==> config.mk <==
export PLATFORM = sky130hd
export DESIGN_NAME = vga_pixel_fetch
export DESIGN_NICKNAME = d
export VERILOG_FILES = /design/src/rtl/vga_pixel_fetch.sv
export SDC_FILE = /design/constraint.sdc
export NUM_CORES = 1
export LEC_CHECK = 0
export ABC_AREA = 0
export CAP_MARGIN = 20
export CORE_MARGIN = 2
export CORE_UTILIZATION = 60
export CTS_CLUSTER_DIAMETER = 50
export CTS_CLUSTER_SIZE = 14
export DETAILED_ROUTE_END_ITERATION = 7
export PLACE_DENSITY = 0.77
export SKIP_CTS_REPAIR_TIMING = 1
export SYNTH_ARGS = -nofsm -noshare
export SYNTH_HDL_FRONTEND = slang
export SYNTH_SLANG_ARGS = --single-unit
==> constraint.sdc <==
create_clock -name clk -period 6.1 [get_ports clk]
set_clock_uncertainty 0.2 [all_clocks]
set_input_delay 0.915 -clock clk [delete_from_list [all_inputs] [get_ports clk]]
set_output_delay 0.915 -clock clk [all_outputs]
set_load 0.01 [all_outputs]
==> src/rtl/vga_pixel_fetch.sv <==
// Prefetches RGB565 pixels of the active frame from framebuffer memory into a
// small FIFO and hands one pixel per active-video cycle to the RGB565->RGB888
// expansion stage. Every frame_start restarts the fetch. Responses still in
// flight from the old frame are counted down and dropped. Underflow is sticky.
//
// Ports
//   clk, rst_n        clock, asynchronous active-low reset
//   frame_start       1-cycle pulse before the first active line
//   pixel_req         active-video pixel consumed this cycle
//   mem_rd_req/addr   read request (held until ack) and its word address
//   mem_rd_ack        request accepted this cycle
//   mem_rd_valid/data in-order read return, RGB565 {R5,G6,B5}
//   pixel_out         pixel to the colour expansion stage (1-cycle latency)
//   underflow         sticky: pixel_req seen with the FIFO empty
module vga_pixel_fetch #(
    parameter int unsigned H_ACTIVE    = 640,
    parameter int unsigned V_ACTIVE    = 480,
    parameter int unsigned ADDR_W      = 19,
    parameter int unsigned FB_BASE     = 0,
    parameter int unsigned FIFO_DEPTH  = 16,
    parameter logic [15:0] UNDER_COLOR = 16'hF81F
) (
    input  logic              clk,
    input  logic              rst_n,
    input  logic              frame_start,
    input  logic              pixel_req,
    output logic              mem_rd_req,
    output logic [ADDR_W-1:0] mem_rd_addr,
    input  logic              mem_rd_ack,
    input  logic              mem_rd_valid,
    input  logic [15:0]       mem_rd_data,
    output logic [15:0]       pixel_out,
    output logic              underflow
);

    localparam int unsigned PIX_W = 16;
    localparam int unsigned TOTAL = H_ACTIVE * V_ACTIVE;
    localparam int unsigned CNT_W = (TOTAL > 1) ? $clog2(TOTAL) : 1;
    localparam int unsigned PTR_W = $clog2(FIFO_DEPTH);
    localparam int unsigned LVL_W = PTR_W + 1;
    localparam int unsigned SUM_W = LVL_W + 1;

    typedef enum logic [1:0] {
        IDLE  = 2'd0,
        FETCH = 2'd1,
        DONE  = 2'd2,
        FLUSH = 2'd3
    } state_t;

    state_t           state;
    state_t           state_nxt;

    logic [PIX_W-1:0] fifo_mem [FIFO_DEPTH];
    logic [LVL_W-1:0] wr_ptr;
    logic [LVL_W-1:0] rd_ptr;
    logic [LVL_W-1:0] level;
    logic [LVL_W-1:0] level_nxt;
    logic [LVL_W-1:0] outst;
    logic [LVL_W-1:0] outst_nxt;
    logic [CNT_W-1:0] pix_cnt;

    logic             issue;
    logic             resp;
    logic             push;
    logic             pop;
    logic             under;
    logic             last_issue;
    logic             req_nxt;

    // Pointers carry one extra bit so full and empty are distinguishable.
    assign level = wr_ptr - rd_ptr;

    // Next-state, credit and FIFO control.
    always_comb begin
        issue      = mem_rd_req & mem_rd_ack;
        // A return with nothing outstanding belongs to a request lost to reset.
        resp       = mem_rd_valid & (outst != '0);
        push       = resp & ((state == FETCH) || (state == DONE)) & ~frame_start;
        pop        = pixel_req & ~frame_start & (level != '0);
        under      = pixel_req & ~frame_start & (level == '0);
        last_issue = issue & (pix_cnt == CNT_W'(TOTAL - 1));
        outst_nxt  = outst + LVL_W'(issue) - LVL_W'(resp);
        level_nxt  = frame_start ? '0 : (level + LVL_W'(push) - LVL_W'(pop));

        state_nxt = state;
        if (frame_start) begin
            // Anything accepted by memory, including this cycle, must drain first.
            state_nxt = (outst_nxt != '0) ? FLUSH : FETCH;
        end else begin
            case (state)
                FETCH:   if (last_issue) state_nxt = DONE;
                FLUSH:   if (outst_nxt == '0) state_nxt = FETCH;
                default: state_nxt = state;
            endcase
        end

        // Computed from next-cycle values so the request never over-commits the
        // FIFO; the sum cannot grow while a request waits, so it holds until ack.
        req_nxt = (state_nxt == FETCH) & ~frame_start & ~last_issue &
                  ((SUM_W'(level_nxt) + SUM_W'(outst_nxt)) < SUM_W'(FIFO_DEPTH));
    end

    // State, request, counters and output registers.
    always_ff @(posedge clk or negedge rst_n) begin
        if (!rst_n) begin
            state       <= IDLE;
            mem_rd_req  <= 1'b0;
            mem_rd_addr <= ADDR_W'(FB_BASE);
            pix_cnt     <= '0;
            outst       <= '0;
            wr_ptr      <= '0;
            rd_ptr      <= '0;
            pixel_out   <= '0;
            underflow   <= 1'b0;
        end else begin
            state      <= state_nxt;
            mem_rd_req <= req_nxt;
            outst      <= outst_nxt;
            if (frame_start) begin
                mem_rd_addr <= ADDR_W'(FB_BASE);
                pix_cnt     <= '0;
                wr_ptr      <= '0;
                rd_ptr      <= '0;
                underflow   <= 1'b0;
            end else begin
                if (issue) begin
                    mem_rd_addr <= mem_rd_addr + ADDR_W'(1);
                    pix_cnt     <= pix_cnt + CNT_W'(1);
                end
                if (push) begin
                    wr_ptr <= wr_ptr + LVL_W'(1);
                end
                if (pop) begin
                    rd_ptr    <= rd_ptr + LVL_W'(1);
                    pixel_out <= fifo_mem[rd_ptr[PTR_W-1:0]];
                end else if (under) begin
                    pixel_out <= UNDER_COLOR;
                    underflow <= 1'b1;
                end
            end
        end
    end

    // Pixel storage; contents are qualified by the pointers, so no reset.
    always_ff @(posedge clk) begin
        if (push) begin
            fifo_mem[wr_ptr[PTR_W-1:0]] <= mem_rd_data;
        end
    end

    // The credit rule keeps a return from ever arriving with the FIFO full.
    a_no_push_full: assert property (@(posedge clk) disable iff (!rst_n)
                                     !(push && (level == LVL_W'(FIFO_DEPTH))));

endmodule

==> run summary <==
status - completed
syn avg cell area - 16.9 sq um
worst-path fanout max - 18
combinational share of power - 27.8%
largest area contributor in the netlist - edfxtp_1
setup tns final - 0 ns
CP startpoint - wr_ptr[0]$_DFFE_PN0P_
total CTS buffers - 29
fin nets - 938
fin crit period - 5.70 ns
Pins Over Slew Limit - 0
hold crit path type - primary input to async pin
count of final hold-check violations - 0
post-route ant nets - 0
die area - 23,900 sq um
synth unique cells - 52
area fraction of the dominant cell type after synthesis - 56.4%
crit path kind - register to register
Seq pwr share - 43.4%
Total Routed Length - 28.8 mm
Initial Util - 60.8%
placed insts - 1,137
vias per cell - 6.27
FF-to-FF Start - wr_ptr[0]$_DFFE_PN0P_
CP arrival - 5.95 ns
ant diodes - 0
worst endpoint required time - 6.35 ns
yosys warns - 0
CTS tree - done
CTS Buffer Depth - 3
M1 wire length - 11.1 mm
Area contributors post-synth - edfxtp_1 56%, dfrtp_1 13%, mux4_2 11%
sequential area share after synthesis - 69.8%
Fmax achieved - 176 MHz
CP Cell Sequence - inv_1, ha_1, inv_1, fa_1, xnor2_2, ha_1, or4b_4, mux2i_4, nor2_4, ha_1, inv_1, ha_1, fa_1, a21oi_1, nor2_1, nor2_1, xnor3_1, nor2_1, ha_1, nor4_1, o21ai_0, a211o_1, a211oi_1
clock-pin slew on the worst setup and hold paths - 0.07 ns
maxcap violations - 0
Clk pwr share - 28.7%
top-count cell post-synth - edfxtp_1
via count - 7,479
asr flop ratio synth - 22.2%
metal3 WL - 1.73 mm
Slowest Stage Delay on Critical Path - 0.48 ns
Worst setup EP type - register
drt drc - 0
Tcrit/Tclk final - 93.4%
RD Place Congestion - 0.816
Iter 0 DRT Violations - 664
global-route wire length before repair - 44.0 mm
switching pwr - 1690 uW
startpoint type of the worst setup path - register
CP max stage cell - or4b_4
Sw Share - 28.1%
largest net degree at the start of global routing - 74
clock sinks - 329
DR WL/cell - 24.2 um
Cell Int Power - 4310 uW
initial antenna violation count - 0
cells after synthesis - 806
VDD IR max - 0.283 mV
GRT overflow - 0
I/O Pins - 59
most frequent CP cell - ha_1
I/O Buffers - 58
Max transition margin - 22.0%
clock root buffer - clkbuf_16
Rows - 55
Die Y-Extent - 155 um
synth-to-layout area growth - 13.9%
Clk Latency, worst-skew pair - 0.57 ns
Pre-antenna DRT Iters - 6
endpoints failing setup - 0
CTS H-tree depth - 1
Synth Flop Type - edfxtp_1
WL met2 - 15.1 mm
total track usage - 24.7%
layout cells sized above 1 - 17.0%
Mapped Nets - 860
EDFF count, synth - 256
Core ar. - 22,400 sq um
dpl hpwl - 16.1 mm
Power Dens Cells - 386 nW/um^2
Seq cells post-synth - 329
Post-Syn Area - 13,600 sq um
Post-Layout Cell Count - 1,192
DIE WIDTH - 155 um
RSZ-0062 raised after global routing - false
DR top layer - met4
vias in the first global route - 7,884
Pleak - 0.00532 uW
worst slew pin tran - 1.17 ns
top cells by count, synth - 256 x edfxtp_1, 74 x nor2_1, 73 x dfrtp_1
## cell type report
class | instances | area [sq um]
Tap cell | 285 | 357
Sequential cell | 329 | 9520
Inverter | 23 | 86.3
Timing Repair Buffer | 80 | 758
Fill cell | 1465 | 6910
Clock buffer | 49 | 831
Multi-Input combinational cell | 421 | 3920
Clock inverter | 5 | 57.6
## cell families (layout without fill, tap and decap cells)
| family | Yosys count | after routing | synth area share, % |
|---|---|---|---|
| flops | 329 | 329 | 69.8 |
| mux | 68 | 68 | 11.0 |
| simple gates | 190 | 190 | 6.90 |
| compound gates | 83 | 83 | 4.22 |
| buf+inv | 56 | 157 | 1.77 |
| xor+xnor | 48 | 48 | 3.19 |
| fa+ha+maj | 32 | 32 | 3.10 |
## critical path, delay by kind of cell (launching register included)
| family | cells | cell delay [ns] |
|---|---|---|
| adders and majority gates | 7 | 2.00 |
| AOI/OAI and AO/OA | 4 | 0.76 |
| muxes | 1 | 0.31 |
| buffers and inverters | 3 | 0.23 |
| and+or+nand+nor | 6 | 1.21 |
| xor gates and xnor gates | 2 | 0.45 |
| DFF | 1 | 0.44 |
## path summary, 6_finish.rpt
| check | end | slack, ns | cells after the start |
|---|---|---|---|
| setup / recovery | mem_rd_req$_DFF_PN0_ | 0.40 | 23 |
| hold / removal | pixel_out[15]$_DFFE_PN0P_ | 0.02 | 1 |
| setup reg to reg | mem_rd_req$_DFF_PN0_ | 0.40 | 23 |
| hold reg to reg | pixel_out[7]$_DFFE_PN0P_ | 0.34 | 1 |
| max in group asynchronous | mem_rd_addr[17]$_DFFE_PN0P_ | 5.08 | 2 |
| min in group clk | pixel_out[7]$_DFFE_PN0P_ | 0.34 | 1 |
## layer usage
layer,vias to the layer above,global-route usage (%)
met5,-,0
met4,0,8.86
met3,63,3.42
met2,285,43.2
met1,3843,32.0
li1,3288,-
## power groups by stage
| stage | Combinational (uW) | Sequential [uW] | Clock (uW) |
|---|---|---|---|
| after CTS | 1670 | 2600 | 1760 |
| after floorplan | 1210 | 2650 | 0 |
| after global placement | 1600 | 2650 | 0 |
| after detailed placement | 1660 | 2650 | 0 |
| final | 1670 | 2600 | 1720 |
| after global routing | 1850 | 2610 | 1840 |
## registers in the layout, indices dropped and copies added (netlist names)
signal,count
fifo_mem,256
mem_rd_addr,19
mem_rd_req,1
outst,5
pix_cnt,19
pixel_out,16
rd_ptr,5
state,2
underflow,1
wr_ptr,5
## through the flow
step | setup WS, ns | hold WS, ns | instance area (sq um) | utilization (%) | power [uW]
4_1_cts | 0.304 | 0.331 | 15500 | 69.0 | 6030
3_5_place_dp | 0.306 | 0.328 | 14600 | 65.1 | 4300
3_3_place_gp | 0.544 | 0.334 | 14600 | 65.1 | 4250
5_1_grt | 0.0288 | 0.0233 | 15500 | 69.2 | 6300
2_1_floorplan | 0.497 | 0.297 | 13600 | - | 3860
6_report | 0.405 | 0.0205 | 15500 | 69.2 | 5990
## placed cells by master, fill, tap and decap left out, types with 6 or more instances in the layout
cell,instances
nor2_1,70
dfrtp_1,71
ha_1,29
edfxtp_1,256
nor3_1,6
clkdlybuf4s50_1,56
inv_1,23
a22o_2,6
nand2_1,33
a21oi_1,16
a22oi_1,32
and3_1,6
mux4_2,64
xor2_1,23
clkbuf_1,17
a31oi_1,10
nand3_1,10
nand4_1,19
clkbuf_16,29
xnor2_1,22
buf_4,22
o21ai_0,7
No activity file was read; power rests on OpenSTA's default activity.
